--- config.mk ---
export PLATFORM = sky130hd
export DESIGN_NAME = uart_tx
export DESIGN_NICKNAME = d
export VERILOG_FILES = /design/src/rtl/uart_tx_pkg.sv /design/src/rtl/uart_tx.sv
export SDC_FILE = /design/constraint.sdc
export NUM_CORES = 1
export LEC_CHECK = 0
export CORE_ASPECT_RATIO = 2
export CORE_UTILIZATION = 33
export DETAILED_ROUTE_END_ITERATION = 8
export GPL_ROUTABILITY_DRIVEN = 0
export PLACE_DENSITY = 0.54
export SLEW_MARGIN = 20
export SYNTH_ARGS = -nofsm -noshare
export SYNTH_HDL_FRONTEND = slang
export SYNTH_SLANG_ARGS = --single-unit
--- constraint.sdc ---
create_clock -name i_clk -period 1.85 [get_ports i_clk]
set_clock_uncertainty 0.15 [all_clocks]
set_input_delay 0.185 -clock i_clk [delete_from_list [all_inputs] [get_ports i_clk]]
set_output_delay 0.185 -clock i_clk [all_outputs]
set_load 0.01 [all_outputs]
--- src/rtl/uart_tx_pkg.sv ---
// uart_tx_pkg: one-cold FSM encodings and frame defaults shared by the UART transmitter and receiver.
package uart_tx_pkg;
    typedef enum logic [3:0] {
        ST_IDLE  = 4'b1110,
        ST_START = 4'b1101,
        ST_DATA  = 4'b1011,
        ST_STOP  = 4'b0111
    } state_e;
    localparam int TICK16_DEF     = 16;
    localparam int SIZE_TRAMA_DEF = 8;
endpackage

--- src/rtl/uart_tx.sv ---
// uart_tx: UART transmitter, start bit + LSB-first data + stop bit, 16x oversampled tick timing, registered outputs.
module uart_tx #(
    parameter int SIZE_TRAMA_BIT = uart_tx_pkg::SIZE_TRAMA_DEF,
    parameter int TICK16         = uart_tx_pkg::TICK16_DEF,
    parameter int STOP_TICKS     = 16
) (
    input  logic       i_clk,
    input  logic       i_reset,
    input  logic       i_tick,
    input  logic       i_tx_start,
    input  logic [7:0] i_data,
    output logic       o_tx,
    output logic       o_tx_done,
    output logic       o_busy
);
    import uart_tx_pkg::*;
    state_e                    state_q;
    logic                      tx_q;
    logic                      done_q;
    logic                      busy_q;
    logic [4:0]                tick_cnt_q;
    logic [2:0]                bit_cnt_q;
    logic [SIZE_TRAMA_BIT-1:0] shift_q;
    logic                      tick_last;
    logic                      stop_last;
    logic                      bit_last;
    assign tick_last = tick_cnt_q == 5'(TICK16 - 1);
    assign stop_last = tick_cnt_q == 5'(STOP_TICKS - 1);
    assign bit_last  = bit_cnt_q == 3'(SIZE_TRAMA_BIT - 1);
    always_ff @(posedge i_clk) begin
        if (i_reset) begin
            state_q    <= ST_IDLE;
            tx_q       <= 1'b1;
            done_q     <= 1'b0;
            busy_q     <= 1'b0;
            tick_cnt_q <= '0;
            bit_cnt_q  <= '0;
            shift_q    <= '0;
        end else begin
            done_q <= 1'b0;
            case (state_q)
                ST_IDLE: begin
                    if (i_tx_start) begin
                        shift_q    <= i_data[SIZE_TRAMA_BIT-1:0];
                        tick_cnt_q <= '0;
                        state_q    <= ST_START;
                        tx_q       <= 1'b0;
                        busy_q     <= 1'b1;
                    end
                end
                ST_START: begin
                    if (i_tick && tick_last) begin
                        tick_cnt_q <= '0;
                        bit_cnt_q  <= '0;
                        state_q    <= ST_DATA;
                        tx_q       <= shift_q[0];
                    end else if (i_tick) begin
                        tick_cnt_q <= tick_cnt_q + 5'd1;
                    end
                end
                ST_DATA: begin
                    // tx_q is loaded with the next line level so the pin changes on the boundary edge itself
                    if (i_tick && tick_last) begin
                        tick_cnt_q <= '0;
                        shift_q    <= shift_q >> 1;
                        state_q    <= bit_last ? ST_STOP : ST_DATA;
                        tx_q       <= bit_last ? 1'b1 : shift_q[1];
                        bit_cnt_q  <= bit_last ? bit_cnt_q : bit_cnt_q + 3'd1;
                    end else if (i_tick) begin
                        tick_cnt_q <= tick_cnt_q + 5'd1;
                    end
                end
                ST_STOP: begin
                    if (i_tick && stop_last) begin
                        tick_cnt_q <= '0;
                        state_q    <= ST_IDLE;
                        done_q     <= 1'b1;
                        busy_q     <= 1'b0;
                    end else if (i_tick) begin
                        tick_cnt_q <= tick_cnt_q + 5'd1;
                    end
                end
                default: begin
                    state_q    <= ST_IDLE;
                    tx_q       <= 1'b1;
                    busy_q     <= 1'b0;
                    tick_cnt_q <= '0;
                end
            endcase
        end
    end
    assign o_tx      = tx_q;
    assign o_tx_done = done_q;
    assign o_busy    = busy_q;
endmodule

# ---- After elaboration in Yosys (flattened, before gate mapping)
# Cells that the tools add are included.
dict set report op_classes {
  n_addsub 2
  eq_ne 12
  mux 26
  bitwise 2
  n_reduce_logical 12
}
# op count
set op_table {}
lappend op_table {{4-bit 2-to-1 mux} 5}
lappend op_table {{8-bit 2-to-1 mux} 2}
lappend op_table {{4-bit one-hot mux with 4 select lines} 1}
lappend op_table {{8-bit one-hot mux with 2 select lines} 1}
lappend op_table {{5-bit 2-to-1 mux} 3}
lappend op_table {{4-bit == test (second input constant)} 3}
lappend op_table {{4-bit AND reduction} 3}
lappend op_table {{2-bit != test (second input constant)} 5}
lappend op_table {{5-bit one-hot mux with 2 select lines} 1}
lappend op_table {{3-bit 2-to-1 mux} 3}
lappend op_table {{1-bit 2-to-1 mux} 7}
lappend op_table {{3-bit one-hot mux with 2 select lines} 1}
lappend op_table {{3-bit AND reduction} 2}
lappend op_table {{5-bit by 1-bit adder with 5-bit output (second input constant)} 1}
lappend op_table {{5-bit by 4-bit == test with 1-bit output (second input constant)} 1}
lappend op_table {{4-bit by 3-bit == test with 1-bit output (second input constant)} 1}
lappend op_table {{1-bit one-hot mux with 4 select lines} 1}
lappend op_table {{2-bit nonzero test} 2}
lappend op_table {{2-bit OR reduction} 2}
lappend op_table {{3-bit by 1-bit adder with 3-bit output (second input constant)} 1}
lappend op_table {{3-bit == test (second input constant)} 1}
lappend op_table {{3-bit by 1-bit != test with 1-bit output (second input constant)} 1}
lappend op_table {{1-bit one-hot mux with 3 select lines} 1}
lappend op_table {{3-bit OR reduction} 1}
lappend op_table {{3 further kinds} 4}
dict set report word_totals {
  reg_bits 23
  in_bits 12
  elab_cells 61
}

# ---- Depth between registers and ports, before layout
dict set report depth {
  depth_word 4
  depth_mapped 7
  ltp_nobuf 7
}

# ---- Worst setup path before layout
# OpenSTA, ideal clock, no wires.
dict set report synth_timing {
  path_kind {register to register}
  startpoint {register state_q[3]}
  endpoint {register tick_cnt_q[3]}
  arrival_time_ns 1.529
  setup_slack_ns 0.096
  path_stages_with_launch 7
  path_buffers 1
  synth_period_minus_slack_ns 1.754
  path_cell_list {dfxtp_1 -> buf_6 -> or3b_1 -> o31ai_2 -> a31o_4 -> or4_1 -> a31oi_1}
}
dict set report synth_via {
  elab_chain_cells 4
  elab_cells_between_ends 9
  classes_between {6 x eq/ne; 1 x mux; 2 x reduce/logical}
}
# item line
set synth_lines {}
lappend synth_lines {{start, declared} uart_tx.sv:17} ;# state_e state_q;
lappend synth_lines {{start signal, assigned} uart_tx.sv:66} ;# state_q <= bit_last ? ST_STOP : ST_DATA;
lappend synth_lines {{4-bit by 3-bit == test with 1-bit output or 4-bit == test (tied branches)} uart_tx.sv:41} ;# case (state_q)
lappend synth_lines {{3-bit OR reduction (no source line)} n/a}
lappend synth_lines {{3-bit by 1-bit != test with 1-bit output (no source line)} n/a}
lappend synth_lines {{2-bit AND reduction (no source line)} n/a}
lappend synth_lines {{end signal, assigned} uart_tx.sv:58} ;# tick_cnt_q <= tick_cnt_q + 5'd1;
lappend synth_lines {{end signal, assigned} uart_tx.sv:70} ;# tick_cnt_q <= tick_cnt_q + 5'd1;
lappend synth_lines {{end signal, assigned} uart_tx.sv:80} ;# tick_cnt_q <= tick_cnt_q + 5'd1;
lappend synth_lines {{end, declared} uart_tx.sv:21} ;# logic [4:0] tick_cnt_q;
# Several ways; a longest one is shown, not always the timed one.
# A chain may end at the register's enable or synchronous reset.

# ---- Worst setup path in the final report
dict set report layout_timing {
  startpoint {register tick_cnt_q[0]}
  endpoint {register shift_q[7]}
}
dict set report layout_via {
  elab_chain_cells 4
}
# item line
set layout_lines {}
lappend layout_lines {{5-bit by 4-bit == test with 1-bit output} uart_tx.sv:27} ;# assign tick_last = tick_cnt_q == 5'(TICK16 - 1);
lappend layout_lines {{1-bit logical AND} uart_tx.sv:63} ;# if (i_tick && tick_last) begin
lappend layout_lines {{2-bit != test (no source line)} n/a}
lappend layout_lines {{3-bit AND reduction (no source line)} n/a}
lappend layout_lines {{end signal, assigned} uart_tx.sv:44} ;# shift_q <= i_data[SIZE_TRAMA_BIT-1:0];
lappend layout_lines {{end signal, assigned} uart_tx.sv:65} ;# shift_q <= shift_q >> 1;
lappend layout_lines {{end, declared} uart_tx.sv:23} ;# logic [SIZE_TRAMA_BIT-1:0] shift_q;
# Every way passes these cells.

==> results.py <==
metrics = {
    "status": {
        "outcome": "finished clean",
    },
    "timing": {
        "fin_ws_ns": 0.08026,
        "min_period_over_period_pct": 95.66,
        "fmax_ghz": 0.5651,
        "slew_headroom_pct": 76.16,
        "maxSlewViolCount": 0,
        "setup_violations": 0,
        "finalHoldViolCount": 0,
        "tightest_slew_ns": 0.3531,
        "fin_crit_ns": 1.770,
    },
    "yosys": {
        "ys.flop_type": "dfxtp_1",
        "ys_async_sr_fraction_pct": 0,
        "mappedNetlistArea_um2": 1280,
        "syn_inst": 145,
        "synth_area_leaders": "dfxtp_1, mux2i_1, nor2_1",
        "synth_top_cell_area_share_pct": 35.97,
        "syn_area_per_cell_um2": 8.827,
        "synth_top_area_cell": "dfxtp_1",
        "yosysSeqAreaShare_pct": 35.97,
        "syn_nets": 160,
        "synth_edf_count": 0,
        "yosysWarnings": 0,
        "synth_seq_cells": 23,
        "synth_cell_types": 46,
    },
    "setup_path": {
        "r2r-start": "tick_cnt_q[0]$_SDFFE_PP0P_",
        "reg2regPathDepth": 8,
        "setup.worst_path.class": "flip-flop to flip-flop",
        "worst_ep_required_time_ns": 1.85,
        "cp-end-kind": "flip-flop",
        "reg2reg_setup_slack_ns": 0.08,
        "crit_fanout": 8,
        "startpoint_type": "flip-flop",
        "rr_endpoint": "shift_q[7]$_SDFFE_PP0P_",
        "cp.arrival_ns": 1.77,
        "critPathCapture": "shift_q[7]$_SDFFE_PP0P_",
        "crit_path_start": "tick_cnt_q[0]$_SDFFE_PP0P_",
    },
    "finish": {
        "final_nets": 206,
        "final_util_pct": 50.31,
        "diodes": 0,
        "drive_above_1_share_pct": 32.11,
        "layout_commonest_cell": "buf_4",
        "layout_common_cells": "buf_4, nor2_1, dfxtp_1",
        "area_growth_pct": 43.30,
        "nFillCells": 361,
        "fin_area_um2": 1834,
    },
    "global_routing": {
        "grt_pass1_vias": 1301,
        "grt_pass1_wl_um": 5637,
        "track_usage_pct": 18.37,
        "grt_max_degree": 17,
        "grt.overflow.total": 0,
        "antenna_found_initial": 0,
    },
    "power_and_ir_drop": {
        "powerDensity_nw_per_um2": 659.5,
        "p_leak_uw": 0.0007420,
        "ir_drop_v": 0.0005277,
    },
    "cts": {
        "htree_levels": 1,
        "clock-sinks": 23,
        "cts.reportedPaths.clkPinSlew_ns": 0.08,
        "cts_inserted_buffers": 3,
        "clockBufferDepth": 2,
        "clock_latency_ns": 0.27,
        "root_buffer": "clkbuf_8",
        "cts_tree": "built",
        "hold_buffers": 0,
    },
    "route": {
        "routed_wl_um": 3491,
        "dr.pass1.iters": 4,
        "vias_per_cell": 5.297,
        "wl_per_cell_um": 14.61,
        "drtIter0Drc": 25,
        "drc_errors": 0,
        "vias": 1266,
        "drtAntennaViolNets": 0,
    },
    "placement": {
        "dpl.hpwl_um": 2590,
        "post_dp_cell_area_um2": 1652,
        "numPortBuffers": 14,
        "preCtsSetupSlack_ns": -0.1715,
    },
    "floorplanning": {
        "fp.dieW_um": 46.04,
        "chipHeight_um": 90.08,
        "die-area_um2": 4147,
        "ios": 15,
        "start_util_pct": 35.11,
        "coreArea_um2": 3646,
        "rows": 31,
    },
    "min_path": {
        "hold_path_class": "flip-flop to flip-flop",
    },
    "run": {
        "cap_violations": 0,
    },
}
how the worst min path moves through the flow:
stage | startpoint | to | slack (ns) | depth (start not counted)
floorplan | i_reset | state_q[2]$_SDFFE_PP1P_ | 0.16 | 2
global placement | tick_cnt_q[4]$_SDFFE_PP0P_ | tick_cnt_q[4]$_SDFFE_PP0P_ | 0.32 | 1
detailed placement | tick_cnt_q[4]$_SDFFE_PP0P_ | tick_cnt_q[4]$_SDFFE_PP0P_ | 0.31 | 1
CTS | tick_cnt_q[4]$_SDFFE_PP0P_ | tick_cnt_q[4]$_SDFFE_PP0P_ | 0.33 | 1
global route | tick_cnt_q[4]$_SDFFE_PP0P_ | tick_cnt_q[4]$_SDFFE_PP0P_ | 0.36 | 1
finish | tick_cnt_q[4]$_SDFFE_PP0P_ | tick_cnt_q[4]$_SDFFE_PP0P_ | 0.33 | 1
per-layer routing:
layer	wire (um)	vias to the layer above	track usage, %
met1	1315	604	18.73
li1	-	619	-
met2	1977	33	31.57
met5	0	-	0
met3	75	10	3.012
met4	123	0	11.76
repair_timing:
item	4_1_cts	5_1_grt
buffers inserted	0	6
resized for setup	2	16
cloned	0	1
endpoints found under the setup margin	10	19
pin swaps	0	5
cell usage after synthesis (2+ instances only):
master     n
a211oi_1   5
a211oi_2   3
a21oi_1   10
a22oi_1    2
a31oi_1    3
buf_2      4
dfxtp_1   23
ha_1       3
inv_1      4
mux2i_1    8
nand2_1    9
nand3_1    6
nand3b_1   2
nand4_1    2
nand4b_1   2
nor2_1    21
nor3_1     3
nor3b_1    2
o21ai_0    5
or2b_1     2
critical path, cell delays in order, from the launching register on:
cell and delay (ns):
dfxtp_1 0.39, ha_4 0.16, nand3_4 0.09, buf_4 0.16, o32ai_4 0.31, buf_12 0.17, nor2_1 0.04, a31oi_1 0.13
nor2_1 0.05
where the power goes:
group | switching (uW) | internal, uW | total (uW)
logic | 154 | 177 | 331
clock network | 167 | 154 | 321
registers | 26.2 | 531 | 557
total | 348 | 862 | 1210
cell families after synthesis:
group           count (synthesis)  share of synthesized area [%]
compound gates                 37                          23.17
xor+xnor                        1                         0.6844
fa+ha+maj                       3                          2.933
buf+inv                        14                          6.745
flops                          23                          35.97
mux                             8                          6.256
simple gates                   59                          24.24
flip-flops by register name, summed over array words and instances, names as in the netlist:
| name | count |
|---|---|
| o_busy | 1 |
| state_q | 4 |
| o_tx_done | 1 |
| tick_cnt_q | 5 |
| bit_cnt_q | 3 |
| shift_q | 8 |
| o_tx | 1 |
stage by stage:
stage | cells | total power (uW) | setup TNS (ns) | hold WS [ns]
after CTS | 232 | 1199 | 0 | 0.3277
final | 239 | 1210 | 0 | 0.3278
after global placement | 228 | 862.8 | -0.6479 | 0.3150
after floorplan | 145 | 737.9 | 0 | 0.1560
after global routing | 239 | 1282 | -0.01455 | 0.3584
after detailed placement | 228 | 871.5 | -1.315 | 0.3140
layout make-up:
type                    instances  area, um2  share of cell area, %
clock buffers                   4      45.04                  2.456
inverters                       5      26.28                  1.432
multi-input cells             108      792.0                  43.18
flip-flops and latches         23      469.2                  25.58
well taps                      49      61.31                  3.342
repair buffers                 50      440.4                  24.01
Note: power is estimated with default switching activity, not from simulation.
